$ cat src/rtl/ste_dmm_pkg.sv
// Shared types and constants for the multimeter display datapath.
// Holds the converter FSM encoding, the BCD digit type and the default scale factors.
package ste_dmm_pkg;

  typedef enum logic [1:0] {
    IDLE  = 2'd0,
    SCALE = 2'd1,
    SHIFT = 2'd2,
    DONE  = 2'd3
  } fsm_state_t;

  typedef logic [3:0] bcd_digit_t;

  localparam int unsigned DEFAULT_SCALE_MUL   = 1000;
  localparam int unsigned DEFAULT_SCALE_SHIFT = 16;

  // Largest value representable with the given number of decimal digits.
  function automatic int unsigned max_dec(input int unsigned digits);
    int unsigned v;
    v = 1;
    for (int unsigned i = 0; i < digits; i++) v = v * 10;
    return v - 1;
  endfunction

endpackage

$ cat src/rtl/ste_dabble_step.sv
// One double-dabble iteration: add 3 to every BCD digit >= 5, then shift
// the concatenated {scratch, bin} register left by one bit.
module ste_dabble_step
  import ste_dmm_pkg::*;
#(
  parameter int DIGITS = 4
) (
  input  logic [4*DIGITS-1:0] scratch,
  input  logic [4*DIGITS-1:0] bin,
  output logic [4*DIGITS-1:0] scratch_next,
  output logic [4*DIGITS-1:0] bin_next
);

  logic [4*DIGITS-1:0] adj;

  always_comb begin
    bcd_digit_t d;
    // NOTE: every always_comb output gets a full default before any
    // conditional update, so no latch can be inferred.
    d   = '0;
    adj = scratch;
    for (int i = 0; i < DIGITS; i++) begin
      d = scratch[4*i +: 4];
      if (d >= 4'd5) adj[4*i +: 4] = d + 4'd3;
    end
    {scratch_next, bin_next} = {adj, bin} << 1;
  end

endmodule

$ cat src/rtl/ste_bcd_conv.sv
// Scales an RMS ADC code to millivolts and converts it to packed BCD with a
// sequential double-dabble, one result per 4*DIGITS+2 cycles, one-deep pending slot.
module ste_bcd_conv
  import ste_dmm_pkg::*;
#(
  parameter int          DATA_W      = 16,
  parameter int          MUL_W       = 16,
  parameter int unsigned SCALE_MUL   = DEFAULT_SCALE_MUL,
  parameter int unsigned SCALE_SHIFT = DEFAULT_SCALE_SHIFT,
  parameter int          DIGITS      = 4
) (
  input  logic                clk,
  input  logic                rst,
  input  logic [DATA_W-1:0]   din_i,
  input  logic                din_update_i,
  input  logic                clr_i,
  output logic [4*DIGITS-1:0] bcd_o,
  output logic                bcd_update_o,
  output logic                ovf_o,
  output logic                busy_o
);

  localparam int BIN_W  = 4 * DIGITS;
  localparam int PROD_W = DATA_W + MUL_W;
  localparam int CNT_W  = $clog2(BIN_W);

  localparam logic [PROD_W-1:0] MAX_DEC_P = PROD_W'(max_dec(DIGITS));
  localparam logic [BIN_W-1:0]  MAX_DEC_B = BIN_W'(max_dec(DIGITS));
  localparam logic [PROD_W-1:0] MUL_EXT   = PROD_W'(MUL_W'(SCALE_MUL));

  fsm_state_t        state;
  logic [DATA_W-1:0] operand;
  logic [DATA_W-1:0] pend_data;
  logic              pend_valid;
  logic [BIN_W-1:0]  scratch;
  logic [BIN_W-1:0]  bin;
  logic [CNT_W-1:0]  cnt;
  logic              ovf_next;

  logic [PROD_W-1:0] prod;
  logic [PROD_W-1:0] val;
  logic              sat;
  logic [BIN_W-1:0]  val_sat;
  logic [BIN_W-1:0]  scratch_next;
  logic [BIN_W-1:0]  bin_next;

  // Truncating fixed-point scale, saturated to the largest displayable value.
  assign prod    = PROD_W'(operand) * MUL_EXT;
  assign val     = prod >> SCALE_SHIFT;
  assign sat     = (val > MAX_DEC_P);
  assign val_sat = sat ? MAX_DEC_B : BIN_W'(val);

  ste_dabble_step #(
    .DIGITS(DIGITS)
  ) u_step (
    .scratch     (scratch),
    .bin         (bin),
    .scratch_next(scratch_next),
    .bin_next    (bin_next)
  );

  // NOTE: all state updates use non-blocking assignments so every register
  // samples pre-edge values regardless of statement order.
  always_ff @(posedge clk) begin
    if (rst) begin
      state        <= IDLE;
      operand      <= '0;
      pend_data    <= '0;
      pend_valid   <= 1'b0;
      scratch      <= '0;
      bin          <= '0;
      cnt          <= '0;
      ovf_next     <= 1'b0;
      bcd_o        <= '0;
      bcd_update_o <= 1'b0;
      ovf_o        <= 1'b0;
      busy_o       <= 1'b0;
    end else if (clr_i) begin
      state        <= IDLE;
      pend_valid   <= 1'b0;
      bcd_o        <= '0;
      bcd_update_o <= 1'b0;
      ovf_o        <= 1'b0;
      busy_o       <= 1'b0;
    end else begin
      bcd_update_o <= 1'b0;
      if (din_update_i && (state == SCALE || state == SHIFT)) begin
        pend_data  <= din_i;
        pend_valid <= 1'b1;
      end
      case (state)
        IDLE: begin
          if (din_update_i || pend_valid) begin
            operand    <= din_update_i ? din_i : pend_data;
            pend_valid <= 1'b0;
            busy_o     <= 1'b1;
            state      <= SCALE;
          end
        end
        SCALE: begin
          scratch  <= '0;
          bin      <= val_sat;
          ovf_next <= sat;
          cnt      <= '0;
          state    <= SHIFT;
        end
        SHIFT: begin
          scratch <= scratch_next;
          bin     <= bin_next;
          cnt     <= cnt + CNT_W'(1);
          if (cnt == CNT_W'(BIN_W - 1)) state <= DONE;
        end
        DONE: begin
          bcd_o        <= scratch;
          ovf_o        <= ovf_next;
          bcd_update_o <= 1'b1;
          // A strobe landing in DONE is newer than anything pending.
          if (din_update_i || pend_valid) begin
            operand    <= din_update_i ? din_i : pend_data;
            pend_valid <= 1'b0;
            state      <= SCALE;
          end else begin
            busy_o <= 1'b0;
            state  <= IDLE;
          end
        end
        default: state <= IDLE;
      endcase
    end
  end

endmodule

$ cat config.mk
export PLATFORM = sky130hd
export DESIGN_NAME = ste_bcd_conv
export DESIGN_NICKNAME = d
export VERILOG_FILES = /design/src/rtl/ste_dmm_pkg.sv /design/src/rtl/ste_dabble_step.sv /design/src/rtl/ste_bcd_conv.sv
export SDC_FILE = /design/constraint.sdc
export NUM_CORES = 1
export LEC_CHECK = 0
export CAP_MARGIN = 30
export CORE_MARGIN = 5
export CORE_UTILIZATION = 42
export DETAILED_ROUTE_END_ITERATION = 10
export PLACE_DENSITY = 0.69
export SETUP_SLACK_MARGIN = 0.5
export SYNTH_ARGS = -nofsm -noshare
export SYNTH_HDL_FRONTEND = slang
export SYNTH_SLANG_ARGS = --single-unit
$ cat constraint.sdc
create_clock -name clk -period 5.34 [get_ports clk]
set_clock_uncertainty 0.05 [all_clocks]
set_input_delay 1.335 -clock clk [delete_from_list [all_inputs] [get_ports clk]]
set_output_delay 1.335 -clock clk [all_outputs]
set_load 0.01 [all_outputs]
==> results by stage <==
Finish:
- The total number of nets in the final design is 866.
- After routing the design area is 7150 sq um.
- The fill cell instance count of the final layout is 1416.
- The final core utilization is 47.8%.
- Summing all flip-flop and latch instances after layout gives 1780 sq um.
- Once layout is complete, the cells apart from fillers number 923.
- Summing all multi-input logic gate instances after layout gives 4080 sq um.
- 0 antenna diodes ended up in the layout.
- In the final layout, the share of cells above drive strength 1 is 4.76%.
- The area added between synthesis and finish is 12.8%.

Synth:
- After synthesis, flip-flops and latches occupy 28.1% of the total area.
- After synthesis, the netlist uses 50 different library cells.
- The synthesized netlist cell count is 712.
- The synthesized design contains 89 register bits.
- The synthesized area per cell is 8.90 sq um.
- In this run the cell area of the synthesized design comes to 6340 sq um.
- The count of flip-flops with a built-in enable after synthesis is 0.
- The prevailing post-synth register cell is sky130_fd_sc_hd__dfxtp_1.
- The number of nets in the synthesized netlist is 848.
- The count of synthesis-stage warnings from yosys is 0.
- For this run, asynchronously set or reset flops after synthesis account for 0%.

Timing:
- For the pin with the worst max-slew slack, the measured transition is 762 ps.
- The worst relative slew slack is 49.1%.
- The routed design could run at a clock period as short as 4560 ps.
- The fmax is 219 MHz.
- Setup violations remaining at the end of the flow were counted as 0.
- Setup total negative slack on the finished layout was measured at 0 ps.
- The final count of hold timing violations is 0.
- The final-report max-slew violation count is 0.
- The final critical-path setup slack is 783 ps.
- The period utilization is 85.3%.
- Setup repair after global routing left no endpoint under its margin.
- The final-layout worst hold slack is 405 ps.

Worst setup path:
- The number of cells on the worst reg-to-reg path is 14.
- The number of buffers and inverters on the critical path is 2.
- The worst setup path is of the reg2reg kind.
- For the worst setup path, the data arrival time is 4730 ps.
- STA puts the critical path data required time at 5520 ps.
- The slowest stage of the critical path belongs to the cell sky130_fd_sc_hd__fa_1.
- On the worst path, the slowest cell contributes a delay of 560 ps.
- In this run the worst path has a maximum fanout of 6.
- The type of destination of the critical path is a register.
- The critical path goes through inv_1, fa_1, fa_1, fa_1, inv_1, fa_1, ha_1, a211oi_1, nor2_1, o311a_2, a31o_2, a31oi_1, xor2_1, o21ai_0.
- The element type at the critical path start is a register.
- The worst register-to-register path ends at bin[3].
- On the critical path the largest part of the delay comes from adder cells.
- Among the stages of the critical path, the cell type that occurs most often is sky130_fd_sc_hd__fa_1.
- The slack of the worst reg-to-reg path is 780 ps.
- The startpoint identified for the worst register-to-register timing path is operand[2].

Clock tree:
- The CTS buffer count is 9.
- The H-tree was split into 3 levels.
- TritonCTS built the clock tree.
- After clock tree synthesis, the clock-pin slew on the worst setup and hold paths is 70 ps.
- The buffer type at the clock tree root is sky130_fd_sc_hd__clkbuf_16.
- The clock drives 89 sinks.
- The insertion delay of the later-clocked pin in the worst-skew pair is 350 ps.
- The clock tree buffer depth is 2.

Floorplanning:
- The total area inside the core boundary comes to 15000 sq um.
- The die covers 17700 sq um.
- In this run the count of I/O pins placed on the die edge is 39.
- The initial cell density of the core is 42.3%.
- The number of standard-cell rows in the floorplan is 45.
- The die is 133 um tall.
- In this run the horizontal extent of the chip is 133 um.

Power and ir drop:
- Power comes to 2.09 mW.
- The peak ir drop on the vdd network is 0.000221 V.
- The switching fraction of total power is 37.1%.
- The clock network is responsible for 29.7% of the overall power.
- The power per cell area is 293 nW/um^2.
- For this design the static power due to leakage is 2.87 nW.
- The internal portion of the total power is 1.32 mW.
- Combinational logic is responsible for 36.5% of the overall power.
- In this run the power spent charging and discharging nets is 0.777 mW.
- Registers are responsible for 33.8% of the overall power.

Detailed routing:
- The average wire length per cell after detail routing is 14.3 um.
- The final wirelength is 13200 um.
- The final routed DRC violation total is 0.
- The per-cell via count in the routed design is 5.17.
- The post-route antenna net violation count is 0.
- The first-iteration detailed-routing DRC count is 285.
- The first-pass detailed-route iteration total is 6.
- Summing over every cut layer, the via total after detailed routing is 4775.

Placed design:
- The cell count after placement is 907.
- The placed instances occupy a cell area of 6860 sq um.
- In this run the tool buffered the top-level ports with 37 buffer cells.
- The congestion estimate from routability-driven global placement came to 0.830.
- The half-perimeter wire length of the detailed placement result is 10100 um.
- OpenSTA, run right after detailed placement, puts the worst setup slack at 682 ps.

Hold path:
- The worst hold path terminates at pend_data[15].
- Counting instances, the worst hold path has a depth of 2.
- The worst hold path belongs to the class reg2reg.
- The startpoint identified for the worst hold timing path is pend_data[15].

GRT:
- The first-pass GRT wire length is 22300 um.
- The number of antenna violations at the first check in global routing is 0.
- Entering global routing, the biggest net connects 55 pins.
- The total global routing track utilization is 15.3%.
- The aggregate global routing overflow is 0.
- The number of global-route vias before repair was 4595.

Run status:
- The flow ran to the end, and the final reports show no timing, DRC or antenna violations.

Flow run:
- Across the run, the number of max-cap violations was 0.
-- cell families after synthesis --
| kind of cell | synth area share [%] |
|---|---|
| compound gates | 14.9 |
| xor+xnor | 2.21 |
| fa+ha+maj | 29.2 |
| buf+inv | 7.70 |
| flops | 28.1 |
| mux | 5.05 |
| other cells | 0.0591 |
| simple gates | 12.8 |
-- cells in the mapped netlist, types with 5 or more instances --
master                     count  area (sq um)
sky130_fd_sc_hd__a211oi_1     21           158
sky130_fd_sc_hd__a21o_1        5          37.5
sky130_fd_sc_hd__a21oi_1      56           280
sky130_fd_sc_hd__a22oi_1      11          82.6
sky130_fd_sc_hd__and3_1        6          37.5
sky130_fd_sc_hd__buf_2         5          25.0
sky130_fd_sc_hd__clkbuf_1     26          97.6
sky130_fd_sc_hd__dfxtp_1      89          1780
sky130_fd_sc_hd__fa_1         53          1060
sky130_fd_sc_hd__ha_1         63           788
sky130_fd_sc_hd__inv_1        90           338
sky130_fd_sc_hd__mux2i_1      32           320
sky130_fd_sc_hd__nand2_1      60           225
sky130_fd_sc_hd__nand2b_1      7          43.8
sky130_fd_sc_hd__nand3_1      18          90.1
sky130_fd_sc_hd__nor2_1       59           221
sky130_fd_sc_hd__nor3_1        8          40.0
sky130_fd_sc_hd__nor3b_1       5          37.5
sky130_fd_sc_hd__o21ai_0      33           165
sky130_fd_sc_hd__xnor2_1      10          87.6
sky130_fd_sc_hd__xor2_1        6          52.6
-- cell usage in the layout (no fill, tap or decap), drive strengths merged, types with 2 or more instances in the layout --
cell	instances
nor2b	3
fa	53
a21oi	56
a21o	5
clkdlybuf4s50	36
nor3b	5
or2	2
nor2	60
o21a	2
mux2i	32
inv	93
a31oi	4
and3	6
a211oi	23
o2111ai	2
a221oi	2
nand2b	7
a22oi	11
o22ai	3
ha	63
clkinv	3
buf	8
xnor2	10
o21ai	33
nor3	8
nand2	60
nand3	18
nand4	4
and2	2
dfxtp	89
xor2	6
clkbuf	9
nand3b	4
-- worst register-to-register path: cells and delay by family (launching register included) --
kind	cells	cell delay, ps
buffers and inverters	2	200
adders and majority gates	5	2330
xor gates and xnor gates	1	150
DFF	1	470
and+or+nand+nor	1	70
AOI/OAI and AO/OA	5	1150
-- power groups by stage --
stage / combinational [mW] / clock (mW) / sequential, mW
final: 0.764 / 0.622 / 0.707
after global routing: 0.880 / 0.668 / 0.710
after CTS: 0.773 / 0.640 / 0.707
after detailed placement: 0.760 / 0 / 0.722
after global placement: 0.753 / 0 / 0.721
after floorplan: 0.594 / 0 / 0.715
-- metal layers --
metal | routed length (um) | vias up | global-route usage [%]
met2 | 6210 | 63 | 24.0
met4 | 104 | 0 | 3.52
met1 | 6380 | 2284 | 21.5
met5 | 0 | - | 0
met3 | 470 | 10 | 3.27
li1 | - | 2418 | -
-- what timing repair did --
action	4_1_cts	5_1_grt
buffers inserted	0	0
hold buffers	0	0
gates resized for setup	0	1
endpoints found under the setup margin	0	2
-- registers in the layout (all words and copies together) (netlist names) --
signal and cells:
bcd_o 16, bin 16, operand 16, pend_data 16, scratch 16, cnt 4, state 2, bcd_update_o 1
busy_o 1, pend_valid 1
-- layout make-up --
cell class	instances	share of cell area (%)
Clock buffer	9	3.15
Clock inverter	7	0.979
Inverter	90	4.72
Multi-Input combinational cell	496	57.0
Sequential cell	89	24.9
Tap cell	188	3.29
Timing Repair Buffer	44	5.95
-- how the worst max path moves through the flow --
stage	endpoint	cells past startpoint	from
2_1_floorplan	bin[9]	17	operand[9]
3_3_place_gp	bin[9]	16	operand[9]
3_5_place_dp	bin[9]	16	operand[9]
4_1_cts	bin[9]	16	operand[9]
5_1_grt	bin[8]	16	operand[9]
6_report	bin[3]	14	operand[2]
(Power assumes the default switching activity.)
